### config.mk
export PLATFORM = sky130hd
export DESIGN_NAME = divider32_fp
export DESIGN_NICKNAME = d
export VERILOG_FILES = /design/src/rtl/divider32_fp.sv
export SDC_FILE = /design/constraint.sdc
export NUM_CORES = 1
export LEC_CHECK = 0
export BUFFER_PORTS_ARGS = -buffer_cell sky130_fd_sc_hd__buf_2
export CAP_MARGIN = 20
export CELL_PAD_IN_SITES_DETAIL_PLACEMENT = 1
export CELL_PAD_IN_SITES_GLOBAL_PLACEMENT = 1
export CORE_MARGIN = 3
export CORE_UTILIZATION = 41
export DETAILED_ROUTE_END_ITERATION = 10
export PLACE_DENSITY = 0.74
export SYNTH_ARGS = -nofsm -noshare
export SYNTH_HDL_FRONTEND = slang
export SYNTH_SLANG_ARGS = --single-unit
### constraint.sdc
create_clock -name clk -period 3.5 [get_ports clk]
set_input_delay 0.35 -clock clk [delete_from_list [all_inputs] [get_ports clk]]
set_output_delay 0.35 -clock clk [all_outputs]
set_load 0.03 [all_outputs]
### src/rtl/divider32_fp.sv
// Sequential binary32 divider: radix-2 restoring mantissa divide, round-to-nearest-even.
// Define DIV32FP_SUBNORMAL_EN for gradual underflow; the default build flushes subnormals to zero.
module divider32_fp (
  input  logic        clk,
  input  logic        rst,
  input  logic        start_i,
  input  logic [31:0] a_i,
  input  logic [31:0] b_i,
  output logic [31:0] quotient_o,
  output logic        done_o,
  output logic        busy_o,
  output logic        nan_o,
  output logic        infinit_o,
  output logic        overflow_o,
  output logic        underflow_o,
  output logic        div_zero_o
);

  localparam int unsigned EXP_W  = 10;
  localparam int unsigned MANT_W = 24;
  localparam int unsigned REM_W  = 25;
  localparam int unsigned QUO_W  = 26;
  localparam int unsigned CNT_W  = 5;
  localparam int unsigned ITERS  = 26;

  typedef enum logic [2:0] {
    S_IDLE, S_LOAD, S_PRENORM, S_DIVIDE, S_NORM, S_ROUND, S_FINAL, S_DONE
  } state_t;

  state_t                   state_q, state_d;
  logic [31:0]              a_q, a_d, b_q, b_d;
  logic                     sign_q, sign_d;
  logic signed [EXP_W-1:0]  e_q, e_d;
  logic [MANT_W-1:0]        ma_q, ma_d, mb_q, mb_d;
  logic [REM_W-1:0]         rem_q, rem_d;
  logic [QUO_W-1:0]         q_q, q_d;
  logic [CNT_W-1:0]         cnt_q, cnt_d;
  logic [MANT_W-1:0]        m_q, m_d;
  logic                     g_q, g_d, sticky_q, sticky_d;
  logic                     tiny_q, tiny_d, inexact_q, inexact_d;
  logic                     special_q, special_d;
  logic [31:0]              spec_res_q, spec_res_d;
  logic                     spec_nan_q, spec_nan_d, spec_inf_q, spec_inf_d, spec_dz_q, spec_dz_d;
  logic [31:0]              quotient_q, quotient_d;
  logic                     done_q, done_d, busy_q, busy_d;
  logic                     nan_q, nan_d, inf_q, inf_d, ovf_q, ovf_d, unf_q, unf_d, dz_q, dz_d;

  logic [7:0]               exp_a, exp_b;
  logic [22:0]              frac_a, frac_b;
  logic                     a_nan, a_inf, a_zero, b_nan, b_inf, b_zero;
  logic [MANT_W-1:0]        ma_ld, mb_ld;
  logic [EXP_W-1:0]         ea_eff, eb_eff;
  logic [REM_W-1:0]         rem_cur, diff;
  logic                     ge, round_up;
  logic [MANT_W:0]          sum;

`ifdef DIV32FP_SUBNORMAL_EN
  logic [4:0]               lz_a, lz_b, sh_c;
  logic [EXP_W-1:0]         sh_amt;
  logic [2*REM_W-1:0]       den_ext;
  logic [MANT_W-1:0]        den_m;
  logic                     den_g, den_st;

  function automatic logic [4:0] lead_zeros(input logic [MANT_W-1:0] m);
    lead_zeros = 5'd0;
    for (int i = 0; i < 24; i++) begin
      if (m[i]) lead_zeros = 5'(23 - i);
    end
  endfunction
`endif

  // Operand classification from the captured operands
  always_comb begin
    exp_a  = a_q[30:23];
    exp_b  = b_q[30:23];
    frac_a = a_q[22:0];
    frac_b = b_q[22:0];
    a_nan  = (&exp_a) & (|frac_a);
    a_inf  = (&exp_a) & ~(|frac_a);
    b_nan  = (&exp_b) & (|frac_b);
    b_inf  = (&exp_b) & ~(|frac_b);
`ifdef DIV32FP_SUBNORMAL_EN
    a_zero = ~(|exp_a) & ~(|frac_a);
    b_zero = ~(|exp_b) & ~(|frac_b);
    ma_ld  = {|exp_a, frac_a};
    mb_ld  = {|exp_b, frac_b};
    ea_eff = (|exp_a) ? EXP_W'(exp_a) : EXP_W'(1);
    eb_eff = (|exp_b) ? EXP_W'(exp_b) : EXP_W'(1);
`else
    a_zero = ~(|exp_a);
    b_zero = ~(|exp_b);
    ma_ld  = {1'b1, frac_a};
    mb_ld  = {1'b1, frac_b};
    ea_eff = EXP_W'(exp_a);
    eb_eff = EXP_W'(exp_b);
`endif
  end

  // Next-state and datapath
  always_comb begin
    state_d    = state_q;
    a_d        = a_q;
    b_d        = b_q;
    sign_d     = sign_q;
    e_d        = e_q;
    ma_d       = ma_q;
    mb_d       = mb_q;
    rem_d      = rem_q;
    q_d        = q_q;
    cnt_d      = cnt_q;
    m_d        = m_q;
    g_d        = g_q;
    sticky_d   = sticky_q;
    tiny_d     = tiny_q;
    inexact_d  = inexact_q;
    special_d  = special_q;
    spec_res_d = spec_res_q;
    spec_nan_d = spec_nan_q;
    spec_inf_d = spec_inf_q;
    spec_dz_d  = spec_dz_q;
    quotient_d = quotient_q;
    nan_d      = nan_q;
    inf_d      = inf_q;
    ovf_d      = ovf_q;
    unf_d      = unf_q;
    dz_d       = dz_q;
    rem_cur    = '0;
    diff       = '0;
    ge         = 1'b0;
    round_up   = 1'b0;
    sum        = '0;
`ifdef DIV32FP_SUBNORMAL_EN
    lz_a       = lead_zeros(ma_q);
    lz_b       = lead_zeros(mb_q);
    sh_amt     = '0;
    sh_c       = '0;
    den_ext    = '0;
    den_m      = '0;
    den_g      = 1'b0;
    den_st     = 1'b0;
`endif

    case (state_q)
      S_IDLE: begin
        if (start_i) begin
          a_d     = a_i;
          b_d     = b_i;
          nan_d   = 1'b0;
          inf_d   = 1'b0;
          ovf_d   = 1'b0;
          unf_d   = 1'b0;
          dz_d    = 1'b0;
          state_d = S_LOAD;
        end
      end
      S_LOAD: begin
        sign_d     = a_q[31] ^ b_q[31];
        ma_d       = ma_ld;
        mb_d       = mb_ld;
        e_d        = $signed(ea_eff - eb_eff + EXP_W'(127));
        cnt_d      = '0;
        tiny_d     = 1'b0;
        inexact_d  = 1'b0;
        special_d  = 1'b1;
        spec_nan_d = 1'b0;
        spec_inf_d = 1'b0;
        spec_dz_d  = 1'b0;
        spec_res_d = {sign_d, 31'd0};
        if (a_nan | b_nan | (a_zero & b_zero) | (a_inf & b_inf)) begin
          spec_res_d = 32'h7FC0_0000;
          spec_nan_d = 1'b1;
        end else if (a_inf) begin
          spec_res_d = {sign_d, 31'h7F80_0000};
          spec_inf_d = 1'b1;
        end else if (b_zero) begin
          spec_res_d = {sign_d, 31'h7F80_0000};
          spec_inf_d = 1'b1;
          spec_dz_d  = 1'b1;
        end else if (!(a_zero | b_inf)) begin
          special_d  = 1'b0;
        end
`ifdef DIV32FP_SUBNORMAL_EN
        state_d = special_d ? S_FINAL : S_PRENORM;
`else
        state_d = special_d ? S_FINAL : S_DIVIDE;
`endif
      end
      S_PRENORM: begin
`ifdef DIV32FP_SUBNORMAL_EN
        ma_d = ma_q << lz_a;
        mb_d = mb_q << lz_b;
        e_d  = e_q - $signed(EXP_W'(lz_a)) + $signed(EXP_W'(lz_b));
`endif
        state_d = S_DIVIDE;
      end
      S_DIVIDE: begin
        rem_cur = (cnt_q == '0) ? {1'b0, ma_q} : rem_q;
        ge      = (rem_cur >= {1'b0, mb_q});
        diff    = ge ? (rem_cur - {1'b0, mb_q}) : rem_cur;
        q_d     = {q_q[QUO_W-2:0], ge};
        rem_d   = {diff[REM_W-2:0], 1'b0};
        cnt_d   = cnt_q + CNT_W'(1);
        if (cnt_q == CNT_W'(ITERS - 1)) state_d = S_NORM;
      end
      S_NORM: begin
        if (q_q[QUO_W-1]) begin
          m_d      = q_q[QUO_W-1:2];
          g_d      = q_q[1];
          sticky_d = q_q[0] | (|rem_q);
        end else begin
          m_d      = q_q[QUO_W-2:1];
          g_d      = q_q[0];
          sticky_d = |rem_q;
          e_d      = e_q - 10'sd1;
        end
        state_d = S_ROUND;
      end
      S_ROUND: begin
        round_up = g_q & (sticky_q | m_q[0]);
        sum      = {1'b0, m_q} + {{MANT_W{1'b0}}, round_up};
        if (sum[MANT_W]) begin
          m_d = sum[MANT_W:1];
          e_d = e_q + 10'sd1;
        end else begin
          m_d = sum[MANT_W-1:0];
        end
`ifdef DIV32FP_SUBNORMAL_EN
        // Tiny result: denormalize before rounding so the rounding sees the real LSB
        if (e_q <= 10'sd0) begin
          sh_amt    = 10'sd1 - e_q;
          sh_c      = (sh_amt > EXP_W'(26)) ? 5'd26 : sh_amt[4:0];
          den_ext   = {m_q, g_q, 25'd0} >> sh_c;
          den_m     = den_ext[2*REM_W-1:REM_W+1];
          den_g     = den_ext[REM_W];
          den_st    = (|den_ext[REM_W-1:0]) | sticky_q;
          m_d       = den_m + MANT_W'(den_g & (den_st | den_m[0]));
          e_d       = e_q;
          tiny_d    = 1'b1;
          inexact_d = den_g | den_st;
        end
`endif
        state_d = S_FINAL;
      end
      S_FINAL: begin
        nan_d = 1'b0;
        inf_d = 1'b0;
        ovf_d = 1'b0;
        unf_d = 1'b0;
        dz_d  = 1'b0;
        if (special_q) begin
          quotient_d = spec_res_q;
          nan_d      = spec_nan_q;
          inf_d      = spec_inf_q;
          dz_d       = spec_dz_q;
        end else if (tiny_q) begin
          quotient_d = {sign_q, 7'd0, m_q[MANT_W-1], m_q[MANT_W-2:0]};
          unf_d      = inexact_q;
        end else if (e_q >= 10'sd255) begin
          quotient_d = {sign_q, 31'h7F80_0000};
          ovf_d      = 1'b1;
          inf_d      = 1'b1;
        end else if (e_q <= 10'sd0) begin
          quotient_d = {sign_q, 31'd0};
          unf_d      = 1'b1;
        end else begin
          quotient_d = {sign_q, e_q[7:0], m_q[MANT_W-2:0]};
        end
        state_d = S_DONE;
      end
      S_DONE: begin
        state_d = S_IDLE;
      end
      default: begin
        state_d = S_IDLE;
      end
    endcase

    busy_d = (state_d != S_IDLE);
    done_d = (state_d == S_DONE);
  end

  always_ff @(posedge clk) begin
    if (rst) begin
      state_q    <= S_IDLE;
      a_q        <= '0;
      b_q        <= '0;
      sign_q     <= 1'b0;
      e_q        <= '0;
      ma_q       <= '0;
      mb_q       <= '0;
      rem_q      <= '0;
      q_q        <= '0;
      cnt_q      <= '0;
      m_q        <= '0;
      g_q        <= 1'b0;
      sticky_q   <= 1'b0;
      tiny_q     <= 1'b0;
      inexact_q  <= 1'b0;
      special_q  <= 1'b0;
      spec_res_q <= '0;
      spec_nan_q <= 1'b0;
      spec_inf_q <= 1'b0;
      spec_dz_q  <= 1'b0;
      quotient_q <= '0;
      done_q     <= 1'b0;
      busy_q     <= 1'b0;
      nan_q      <= 1'b0;
      inf_q      <= 1'b0;
      ovf_q      <= 1'b0;
      unf_q      <= 1'b0;
      dz_q       <= 1'b0;
    end else begin
      state_q    <= state_d;
      a_q        <= a_d;
      b_q        <= b_d;
      sign_q     <= sign_d;
      e_q        <= e_d;
      ma_q       <= ma_d;
      mb_q       <= mb_d;
      rem_q      <= rem_d;
      q_q        <= q_d;
      cnt_q      <= cnt_d;
      m_q        <= m_d;
      g_q        <= g_d;
      sticky_q   <= sticky_d;
      tiny_q     <= tiny_d;
      inexact_q  <= inexact_d;
      special_q  <= special_d;
      spec_res_q <= spec_res_d;
      spec_nan_q <= spec_nan_d;
      spec_inf_q <= spec_inf_d;
      spec_dz_q  <= spec_dz_d;
      quotient_q <= quotient_d;
      done_q     <= done_d;
      busy_q     <= busy_d;
      nan_q      <= nan_d;
      inf_q      <= inf_d;
      ovf_q      <= ovf_d;
      unf_q      <= unf_d;
      dz_q       <= dz_d;
    end
  end

  assign quotient_o  = quotient_q;
  assign done_o      = done_q;
  assign busy_o      = busy_q;
  assign nan_o       = nan_q;
  assign infinit_o   = inf_q;
  assign overflow_o  = ovf_q;
  assign underflow_o = unf_q;
  assign div_zero_o  = dz_q;

endmodule

==> metrics.txt <==
Post-Layout Cell Count=2180; initial DRC count=503; Slew Limit Fails=0; layout cells sized above 1=0.187; final hold vios=0; Post-Synth XOR/XNOR Area=0.0273; DIE WIDTH=183 um; sequential power share=0.280; Combinational Power Share=0.511; die height=183 um; Int Power=just under 8000 uW; Peak VDD IR=~0.48 mV; CP max stage delay=roughly 0.51 ns; Crit Path Category=reg -> reg; Tot GR Track Use=0.223; Avg Inst Size Synth=between 7 and 8 sq um; IO Count=106; clock-pin slew on the worst setup and hold paths=0.06 ns; worst endpoint required time=3.94 ns; average wire per standard cell=approximately 18 um; WP data arrival=4.18 ns; Clock Power Share=0.209; Clock Skews=between 0.01 and 0.015 ns; largest family of logic cells by synthesized area=simple AND/OR/NAND/NOR gates; initial antenna violation count=0; CTS H-tree depth=1; via count=between 10k and 15k; Slew HR=0.377; compound-cell area share of the yosys netlist=0.211; footprint of the multi-input gates=0.00765 sq mm; Core Rows=64; post-placement cell count=2114; hold crit path type=in -> reg; Crit. End Element=flip-flop; fillers=about 3.8k; CTS tree=yes; ANT cells=0; top_reg_cell synth=dfxtp_1; first-pass detailed-route iteration total=4; core region area=0.0307 sq mm; HPWL after DPL=27.4 mm; Synth async-reset ratio=0; family with the most delay on the worst path=simple AND/OR/NAND/NOR gates; Leakage Power=about 0.0059 uW; Startpoint Class=flip-flop; GP Congestion=between 0.8 and 0.9; CTS Buffer Depth=3; RSZ-0062 raised after global routing=yes; sequential-to-total area share from yosys stat=0.391; critical path buffer and inverter count=4; Initial Utilization=0.418; Max-cap violations=0; simple-gate area share of the yosys netlist=0.230; Synth Register Bits=~250; CP dominant cell by count=buf_4; sw frac=0.411; synthesis-to-finish area growth=20.6%; Final #Nets=1886; Net Sw Power=5540 uW; mux cell area share after synthesis=0.0443; DP Worst Slack=-0.156 ns; post-synthesis instance total=1648; GRT overflow=0; status=finished, violations left; Slowest cell on crit path=or4_1; power per cell area=just under 900 mW/mm^2; # setup viols final=22; post-synthesis cell area=0.0128 sq mm; input/output buffers=105; worst slew pin tran=0.926 ns; Peak Freq=267 MHz; Final ANT Viol Nets=0; Post-synth EDFFs=0; largest net degree at the start of global routing=136; Adder-Cell Fraction of Synth Area=0.0495; Netlist cell types=between 70 and 80; vias in the first global route=12.3k; first-pass GRT wire length=~63 mm; synth warn=0; Syn Nets=1764; drt drc=0; register area=around 0.005 sq mm; crit-path cells=inv_2 -> ha_4 -> nor4b_4 -> buf_4 -> buf_12 -> mux2_4 -> fa_2 -> a21o_1 -> a221oi_2 -> buf_4 -> and3_4 -> or2_4 -> a211oi_4 -> or4_1 -> a211o_1 -> and3_1; Sink Count=251; Die ar.=~0.033 sq mm; Clock Latency Late Sink=0.54 ns; post-route setup slack=-0.240 ns; CTS Buf Count=29; Final period util=1.07; CTS root buf=clkbuf_16; failing checks=setup timing; total detailed-routing wirelength=39.1 mm; min cycle time layout=3.74 ns; Worst Path Max Fanout=6; routed vias/inst=roughly 5.6
## layer usage
metal	wire, um	track usage	vias up
met2	19400	0.399	194
met4	1620	0.0835	0
li1	-	-	5995
met3	1090	0.0234	91
met1	17000	0.277	5832
met5	0	0	-
## power by group through the flow
stage | registers [uW] | logic, uW | clock network [uW]
CTS | 3780 | 6340 | 2890
detailed placement | 3840 | 6050 | 0
global route | 3850 | 7620 | 3020
global placement | 3820 | 5900 | 0
finish | 3780 | 6890 | 2820
floorplan | 3670 | 4390 | 0
## cells in the mapped netlist, types with 24 or more instances
cell / instances / share of area
a211oi_1: 25 / 0.015
a21oi_1: 233 / 0.091
a22oi_1: 33 / 0.019
clkbuf_1: 75 / 0.022
dfxtp_1: 251 / 0.39
ha_1: 46 / 0.045
inv_1: 51 / 0.015
mux2_2: 30 / 0.026
nand2_1: 355 / 0.10
nand3_1: 26 / 0.010
nor2_1: 134 / 0.039
nor3_1: 31 / 0.012
o21ai_0: 45 / 0.018
xnor2_1: 24 / 0.016
## path summary, 6_finish.rpt
check | from | endpoint | slack [ns] | cells past startpoint
setup / recovery | cnt_q[1]$_SDFFE_PP0P_ | rem_q[21]$_SDFFE_PP0P_ | -0.24 | 16
hold reg to reg | nan_o$_SDFFE_PP0P_ | nan_o$_SDFFE_PP0P_ | 0.45 | 2
hold / removal | b_i[16] | b_q[16]$_SDFFE_PP0P_ | 0.04 | 3
setup reg to reg | cnt_q[1]$_SDFFE_PP0P_ | rem_q[21]$_SDFFE_PP0P_ | -0.24 | 16
## state kept, by name (all words and copies together), names as in the netlist, 5 cells and up
signal	flops
ma_q	24
quotient_o	32
rem_q	24
b_q	32
e_q	10
m_q	24
cnt_q	5
q_q	26
a_q	32
mb_q	23
## worst register-to-register path, stage by stage, from the launching register on
cell,delay [ns]
dfxtp_2,0.32
inv_2,0.07
ha_4,0.13
nor4b_4,0.18
buf_4,0.18
buf_12,0.13
mux2_4,0.33
fa_2,0.37
a21o_1,0.22
a221oi_2,0.22
buf_4,0.16
and3_4,0.18
or2_4,0.13
a211oi_4,0.06
or4_1,0.51
a211o_1,0.30
and3_1,0.14
## timing repair
action / CTS / global route
gates cloned: 0 / 2
pin swaps: 2 / 33
endpoints found under the setup margin: 25 / 27
buffers inserted: 5 / 14
gates resized for setup: 15 / 60
hold buffers: 0 / 0
## per-stage QoR
stage | hold slack, ns | total power [uW] | utilization | setup TNS [ns] | area, sq um
detailed placement | 0.449 | 9890 | 0.458 | -2.27 | 14100
global route | 0.0237 | 14500 | 0.504 | -5.67 | 15500
finish | 0.0370 | 13500 | 0.504 | -2.35 | 15500
CTS | 0.0178 | 13000 | 0.490 | -0.604 | 15100
floorplan | 0.432 | 8070 | - | -0.159 | 12900
global placement | 0.443 | 9720 | 0.458 | -0.0142 | 14100
## logic make-up (layout without fill, tap and decap cells)
family | after synthesis | count (layout)
AOI/OAI and AO/OA | 440 | 440
buffers and inverters | 150 | 286
xor gates and xnor gates | 40 | 40
and+or+nand+nor | 665 | 665
adders and majority gates | 49 | 49
muxes | 53 | 53
DFF | 251 | 251
## cell usage in the layout (no fill, tap or decap), types with 12 or more instances in the layout
cell type and count:
dfxtp_1 249, nor2_1 132, inv_1 49, nand2_1 353, mux2_2 17, nand4_1 18, xor2_1 16, a22oi_1 33
nor3_1 31, ha_4 18, o21ai_0 40, a21oi_1 228, mux2_4 14, ha_1 27, buf_2 104, clkbuf_16 30
mux2i_1 22, buf_4 74, and3_1 12, a211oi_1 23, nor4_1 22, nand3_1 25, xnor2_1 24
## layout make-up
cell class / count / share of cell area
clock buffer: 39 / 0.0519
clock inverter: 6 / 0.00372
inverter: 51 / 0.0124
multi-input combinational: 1247 / 0.494
sequential: 251 / 0.325
tap: 396 / 0.0320
timing repair buffer: 190 / 0.0812
(Power assumes the default switching activity.)
